### src/rtl/enigma_pkg.sv
// Shared Enigma definitions: alphabet size, symbol type, rotor I inverse wiring
// and the mod-26 reduction used on externally supplied positions.
package enigma_pkg;
  localparam int   ALPHA_SIZE  = 26;
  localparam logic [4:0] SYM_INVALID = 5'd31;
  localparam int   NOTCH_DEF   = 16;

  typedef logic [4:0] sym_t;

  typedef struct packed {
    sym_t sym;
    logic err;
  } rsp_t;

  // Rotor I inverse map UWYGADFPVZBECKMTHXSLRINQOJ
  function automatic sym_t inv_wiring(input sym_t s);
    case (s)
      5'd0:  inv_wiring = 5'd20;
      5'd1:  inv_wiring = 5'd22;
      5'd2:  inv_wiring = 5'd24;
      5'd3:  inv_wiring = 5'd6;
      5'd4:  inv_wiring = 5'd0;
      5'd5:  inv_wiring = 5'd3;
      5'd6:  inv_wiring = 5'd5;
      5'd7:  inv_wiring = 5'd15;
      5'd8:  inv_wiring = 5'd21;
      5'd9:  inv_wiring = 5'd25;
      5'd10: inv_wiring = 5'd1;
      5'd11: inv_wiring = 5'd4;
      5'd12: inv_wiring = 5'd2;
      5'd13: inv_wiring = 5'd10;
      5'd14: inv_wiring = 5'd12;
      5'd15: inv_wiring = 5'd19;
      5'd16: inv_wiring = 5'd7;
      5'd17: inv_wiring = 5'd23;
      5'd18: inv_wiring = 5'd18;
      5'd19: inv_wiring = 5'd11;
      5'd20: inv_wiring = 5'd17;
      5'd21: inv_wiring = 5'd8;
      5'd22: inv_wiring = 5'd13;
      5'd23: inv_wiring = 5'd16;
      5'd24: inv_wiring = 5'd14;
      5'd25: inv_wiring = 5'd9;
      default: inv_wiring = SYM_INVALID;
    endcase
  endfunction

  function automatic sym_t mod26(input sym_t v);
    mod26 = (v >= 5'd26) ? v - 5'd26 : v;
  endfunction
endpackage

### src/rtl/rotor_return_if.sv
// Symbol stream between the reflector side and the next rotor's return stage.
interface rotor_return_if;
  import enigma_pkg::*;

  logic in_valid;
  logic in_ready;
  sym_t in_sym;
  logic out_valid;
  logic out_ready;
  sym_t out_sym;
  logic out_err;

  modport master (
    output in_valid, in_sym, out_ready,
    input  in_ready, out_valid, out_sym, out_err
  );

  modport slave (
    input  in_valid, in_sym, out_ready,
    output in_ready, out_valid, out_sym, out_err
  );
endinterface

### src/rtl/mod26_addsub.sv
// Combinational (a +/- b) mod 26 for operands already in 0..25.
module mod26_addsub
  import enigma_pkg::*;
(
  input  sym_t a,
  input  sym_t b,
  input  logic sub,
  output sym_t y
);
  logic [5:0] s6;

  always_comb begin
    s6 = '0;
    if (sub) s6 = {1'b0, a} + ((a < b) ? 6'd26 : 6'd0) - {1'b0, b};
    else     s6 = {1'b0, a} + {1'b0, b};
    // 5-bit wrap of s6-26 is exact because s6 <= 51 here
    y = (s6 >= 6'd26) ? s6[4:0] - 5'd26 : s6[4:0];
  end
endmodule

### src/rtl/rotor_return.sv
// Return-path stage of Enigma rotor I: inverse wiring with position/ring offset,
// position register, stepping and notch carry. ROTOR_RING_EN adds the ring port.
module rotor_return
  import enigma_pkg::*;
#(
  parameter int NOTCH = NOTCH_DEF
) (
  input  logic clk,
  input  logic rst,
  rotor_return_if.slave bus,
  input  logic step,
  input  logic load,
  input  sym_t load_pos,
`ifdef ROTOR_RING_EN
  input  sym_t ring,
`endif
  output sym_t position,
  output logic carry_out
);
  localparam int STAGES = 1;

  sym_t pos_q, off, idx, inv, mapped, pos_inc;
  rsp_t rsp_d, rsp_q;
  logic [STAGES:0] vld_pipe;
  logic legal;

`ifdef ROTOR_RING_EN
  sym_t ring_r;
  assign ring_r = mod26(ring);
  mod26_addsub u_off (.a(pos_q), .b(ring_r), .sub(1'b1), .y(off));
`else
  assign off = pos_q;
`endif

  mod26_addsub u_in  (.a(bus.in_sym), .b(off),  .sub(1'b0), .y(idx));
  assign inv = inv_wiring(idx);
  mod26_addsub u_out (.a(inv),        .b(off),  .sub(1'b1), .y(mapped));
  mod26_addsub u_inc (.a(pos_q),      .b(5'd1), .sub(1'b0), .y(pos_inc));

  assign legal = (bus.in_sym < 5'd26);

  always_comb begin
    rsp_d = '{sym: mapped, err: 1'b0};
    if (!legal) rsp_d = '{sym: SYM_INVALID, err: 1'b1};
  end

  assign bus.in_ready = !vld_pipe[STAGES] || bus.out_ready;
  assign vld_pipe[0]  = bus.in_valid && bus.in_ready;

  always_ff @(posedge clk or posedge rst) begin
    if (rst) begin
      vld_pipe[STAGES:1] <= '0;
      rsp_q              <= '0;
    end else if (vld_pipe[0]) begin
      vld_pipe[STAGES:1] <= vld_pipe[STAGES-1:0];
      rsp_q              <= rsp_d;
    end else if (bus.out_ready) begin
      vld_pipe[STAGES:1] <= '0;
    end
  end

  // Mapping above uses pos_q, so a same-cycle step/load only affects later symbols
  always_ff @(posedge clk or posedge rst) begin
    if (rst) begin
      pos_q     <= '0;
      carry_out <= 1'b0;
    end else begin
      carry_out <= step && !load && (pos_q == sym_t'(NOTCH));
      if (load)      pos_q <= mod26(load_pos);
      else if (step) pos_q <= pos_inc;
    end
  end

  assign bus.out_valid = vld_pipe[STAGES];
  assign bus.out_sym   = rsp_q.sym;
  assign bus.out_err   = rsp_q.err;
  assign position      = pos_q;
endmodule

### src/flat_wrapper.sv
// flat-port wrapper written by rule: the top's interface ports become plain ports
module rotor_return_flat import enigma_pkg::*;
#(
  parameter int NOTCH = NOTCH_DEF
)
  (clk, rst, step, load, load_pos, position, carry_out, bus_in_valid, bus_in_sym, bus_out_ready, bus_in_ready, bus_out_valid, bus_out_sym, bus_out_err);
  rotor_return_if bus_i ();
  input  logic clk;
  input  logic rst;
  input  logic step;
  input  logic load;
  input  sym_t load_pos;
  output sym_t position;
  output logic carry_out;
  input wire logic [$bits(bus_i.in_valid)-1:0] bus_in_valid;
  input wire logic [$bits(bus_i.in_sym)-1:0] bus_in_sym;
  input wire logic [$bits(bus_i.out_ready)-1:0] bus_out_ready;
  output wire logic [$bits(bus_i.in_ready)-1:0] bus_in_ready;
  output wire logic [$bits(bus_i.out_valid)-1:0] bus_out_valid;
  output wire logic [$bits(bus_i.out_sym)-1:0] bus_out_sym;
  output wire logic [$bits(bus_i.out_err)-1:0] bus_out_err;
  assign bus_i.in_valid = bus_in_valid;
  assign bus_i.in_sym = bus_in_sym;
  assign bus_i.out_ready = bus_out_ready;
  assign bus_in_ready = bus_i.in_ready;
  assign bus_out_valid = bus_i.out_valid;
  assign bus_out_sym = bus_i.out_sym;
  assign bus_out_err = bus_i.out_err;
  rotor_return #(.NOTCH(NOTCH)) u_core (.clk(clk), .rst(rst), .bus(bus_i), .step(step), .load(load), .load_pos(load_pos), .position(position), .carry_out(carry_out));
endmodule
### config.mk
export PLATFORM = sky130hd
export DESIGN_NAME = rotor_return_flat
export DESIGN_NICKNAME = d
export VERILOG_FILES = /design/src/rtl/enigma_pkg.sv /design/src/rtl/rotor_return_if.sv /design/src/rtl/mod26_addsub.sv /design/src/rtl/rotor_return.sv /design/src/flat_wrapper.sv
export SDC_FILE = /design/constraint.sdc
export NUM_CORES = 1
export LEC_CHECK = 0
export BUFFER_PORTS_ARGS = -buffer_cell sky130_fd_sc_hd__buf_2
export CAP_MARGIN = 40
export CORE_ASPECT_RATIO = 1.1
export CORE_MARGIN = 1
export CORE_UTILIZATION = 50
export CTS_BUF_LIST = sky130_fd_sc_hd__clkbuf_2 sky130_fd_sc_hd__clkbuf_4 sky130_fd_sc_hd__clkbuf_8
export DETAILED_ROUTE_END_ITERATION = 6
export GPL_ROUTABILITY_DRIVEN = 1
export GPL_TIMING_DRIVEN = 0
export PLACE_DENSITY = 0.75
export SLEW_MARGIN = 25
export SYNTH_ARGS = -nofsm -noshare
export SYNTH_HDL_FRONTEND = slang
export SYNTH_SLANG_ARGS = --single-unit
### constraint.sdc
create_clock -name clk -period 7 [get_ports clk]
set_input_delay 1.75 -clock clk [delete_from_list [all_inputs] [get_ports clk]]
set_output_delay 1.75 -clock clk [all_outputs]
set_load 0.01 [all_outputs]
==> reports/qor.yml <==
dpl_cell_area_mm2: 0.00231
place_congestion: 0.849
n_antenna_cell: 0
nFillCells: 262
finalSetupTns_ns: -0.0393
grt_pass1_vias: 2017
hold_path.class: "reg2reg"
slowest_delay_ns: 0.47
grt_pass1_wl_mm: 8.73
fmax_mhz: 142
cp_data_arrival_time_ns: 7.15
period_needed_ns: 7.04
syn_inst: 250
yosysTopAreaCell: "ha_1"
worstSetupEndpointType: "flip-flop"
routed_wl_mm: 5.82
rsz0062_at_grt: "true"
yosys.area.top_type_share_pct: 16.7
ys_warn_count: 0
initial_core_util_pct: 53.7
ys_ff_latch: 13
antenna_found_initial: 0
hpwlAfterDp_mm: 3.54
cp_max_fo: 7
drtIter0Drc: 132
max_slew_margin_pct: 69.1
syn_area_per_cell_um2: 8.10
synth_area_leaders: "ha_1 (17%), dfrtp_1 (16%), a21oi_1 (5.7%)"
first_pass_iters: 4
ctsLongestPathBuffers: 2
final_core_util_pct: 77.5
route.vias.total: 2125
final_nets: 356
violations: "negative setup slack"
cap_violations: 0
htreeDepth: 1
row_count: 23
min_period_over_period_pct: 101
grt.total_usage_pct: 25.0
path_clk_slew_ns: 0.05
drt-vias-per-instance: 5.94
hold_viol: 0
num_io_pins: 30
cts_num_sinks: 13
ff2ff_path_depth: 26
final_area_mm2: 0.00292
synth.distinct_cells: 60
placeableCoreArea_mm2: 0.00377
cts_made_buffers: 3
synth_area_mm2: 0.00203
holdWs_ns: 0.511
tritoncts: "done"
slowest_stage: "fa_2"
post_drt_wl_per_cell_um: 16.3
die_area_mm2: 0.00431
holdPathStages: 2
drive_gt1_share_pct: 43.5
synthFlopType: "dfrtp_1"
portBuffers: 27
area_growth_pct: 44.3
syn-num-nets: 297
synth_edf_count: 0
finClkSkew_ns: 0.00377
cts_root_buf: "clkbuf_8"
grt_overflow: 0
insertion_delay_ns: 0.24
setup_ws_ns: -0.0393
status: "finished with violations"
ant_nets: 0
start_kind: "primary input"
die_w_um: 62.7
critPathKind: "in2reg"
critPathRequiredTime_ns: 7.11
die_y_um: 68.8
drc: 0
ys_seq_area_share_pct: 16.1
worst_slew_pin_slew_ns: 0.463
path_common_cell: "ha_4"
slew_violations: 0
finalSetupViolations: 1
async_flop_share_pct: 100
grt_max_degree: 14
## logic make-up after synthesis
family                     synth area share (%)
buffers and inverters                      6.55
adders and majority gates                  21.1
muxes                                      3.34
xor gates and xnor gates                   6.49
AOI/OAI and AO/OA                          26.6
DFF                                        16.1
and+or+nand+nor                            19.8
## synth_stat cells, types with 2 or more instances
cell and instances:
dfrtp_1 13, a21oi_1 23, o21ai_0 16, xor2_1 3
a31oi_1 2, mux2_2 2, o211ai_1 4, and3_1 3
a211oi_1 4, a221oi_1 2, or2_2 2, mux2i_1 3
o21ai_1 2, inv_1 19, xnor2_1 12, ha_1 27
nor2_1 8, or3_1 3, o21a_1 2, nand4_1 3
nor3_1 7, a211o_1 2, buf_6 2, a21oi_2 2
nand2_1 24, and2_1 2, nand2b_1 7, nand3_1 7
fa_1 4, nor2_2 2, nor2b_1 3, clkbuf_1 7
## state kept, by name (all words and copies together), names as in the netlist
| signal | cells |
|---|---|
| u_core.bus.out_valid | 1 |
| u_core.bus.out_sym | 5 |
| u_core.carry_out | 1 |
| u_core.bus.out_err | 1 |
| u_core.position | 5 |
## final cells by class
class / instances / area (µm²) / area share, %
Buffer: 10 / 65.1 / 2.23
Tap cell: 50 / 62.6 / 2.14
Timing Repair Buffer: 55 / 363 / 12.4
Multi-Input combinational cell: 207 / 1980 / 67.9
Sequential cell: 13 / 325 / 11.1
Clock buffer: 4 / 48.8 / 1.67
Inverter: 19 / 73.8 / 2.53
## per-stage QoR
| stage | worst slack, ns | std cells |
|---|---|---|
| final | -0.0393 | 358 |
| after global routing | -0.213 | 358 |
| after CTS | -0.00452 | 346 |
| after detailed placement | -0.608 | 327 |
| after global placement | -0.570 | 327 |
| after floorplan | 0.0176 | 250 |
## critical path: cells and delay by family
| family | cells | cell delay [ns] |
|---|---|---|
| fa+ha+maj | 7 | 2.06 |
| buf+inv | 2 | 0.26 |
| simple gates | 5 | 0.70 |
| xor+xnor | 4 | 0.78 |
| compound gates | 9 | 1.56 |
## routing by layer
layer,part of all wire [%],GRT usage [%]
met1,41,29.5
met2,53,47.7
met4,3.3,9.59
met5,0,0
met3,2.7,2.47
## cells in the final DEF, fill, tap and decap left out, types with 3 or more instances in the layout
master    Yosys  routed
nand4_1       3       3
xnor2_2       0       4
xnor2_1      12       7
buf_6         2       6
nand2_1      24      24
inv_1        19      16
clkbuf_8      0       3
o211ai_1      4       4
dfrtp_1      13      13
ha_2          0       4
ha_1         27      14
a21oi_4       0       4
nor3_1        7       6
a21oi_2       2       4
a211oi_2      0       3
buf_4         1      25
nand2b_1      7       7
buf_2         1      27
a21oi_1      23      17
nor2_1        8       7
nand3_1       7       6
o21ai_1       2       4
clkbuf_1      7       6
o21ai_0      16      12
ha_4          0       9
## timing repair
| action | in CTS | in global routing |
|---|---|---|
| setup buffers | 14 | 15 |
| endpoints found under the hold margin | 0 | 0 |
| setup endpoints to repair | 4 | 4 |
| pin swaps | 18 | 43 |
| cloned | 1 | 0 |
| gates resized for setup | 15 | 58 |
| hold buffers | 0 | 0 |
## path summary, 6_finish.rpt
path	from	to	slack (ns)
setup reg to reg	u_core.position[0]	u_core.bus.out_sym[3]	0.96
setup / recovery	bus_in_sym[0]	u_core.bus.out_sym[3]	-0.04
max in group asynchronous	rst	u_core.bus.out_sym[2]	5.17
hold / removal	u_core.bus.out_err	u_core.bus.out_err	0.51
hold reg to reg	u_core.bus.out_err	u_core.bus.out_err	0.51
min in group asynchronous	rst	u_core.position[0]	1.51
Power is left out: the tool's default activity adds up to more than one toggle a clock period on the data nets, which glitch-free logic cannot reach.
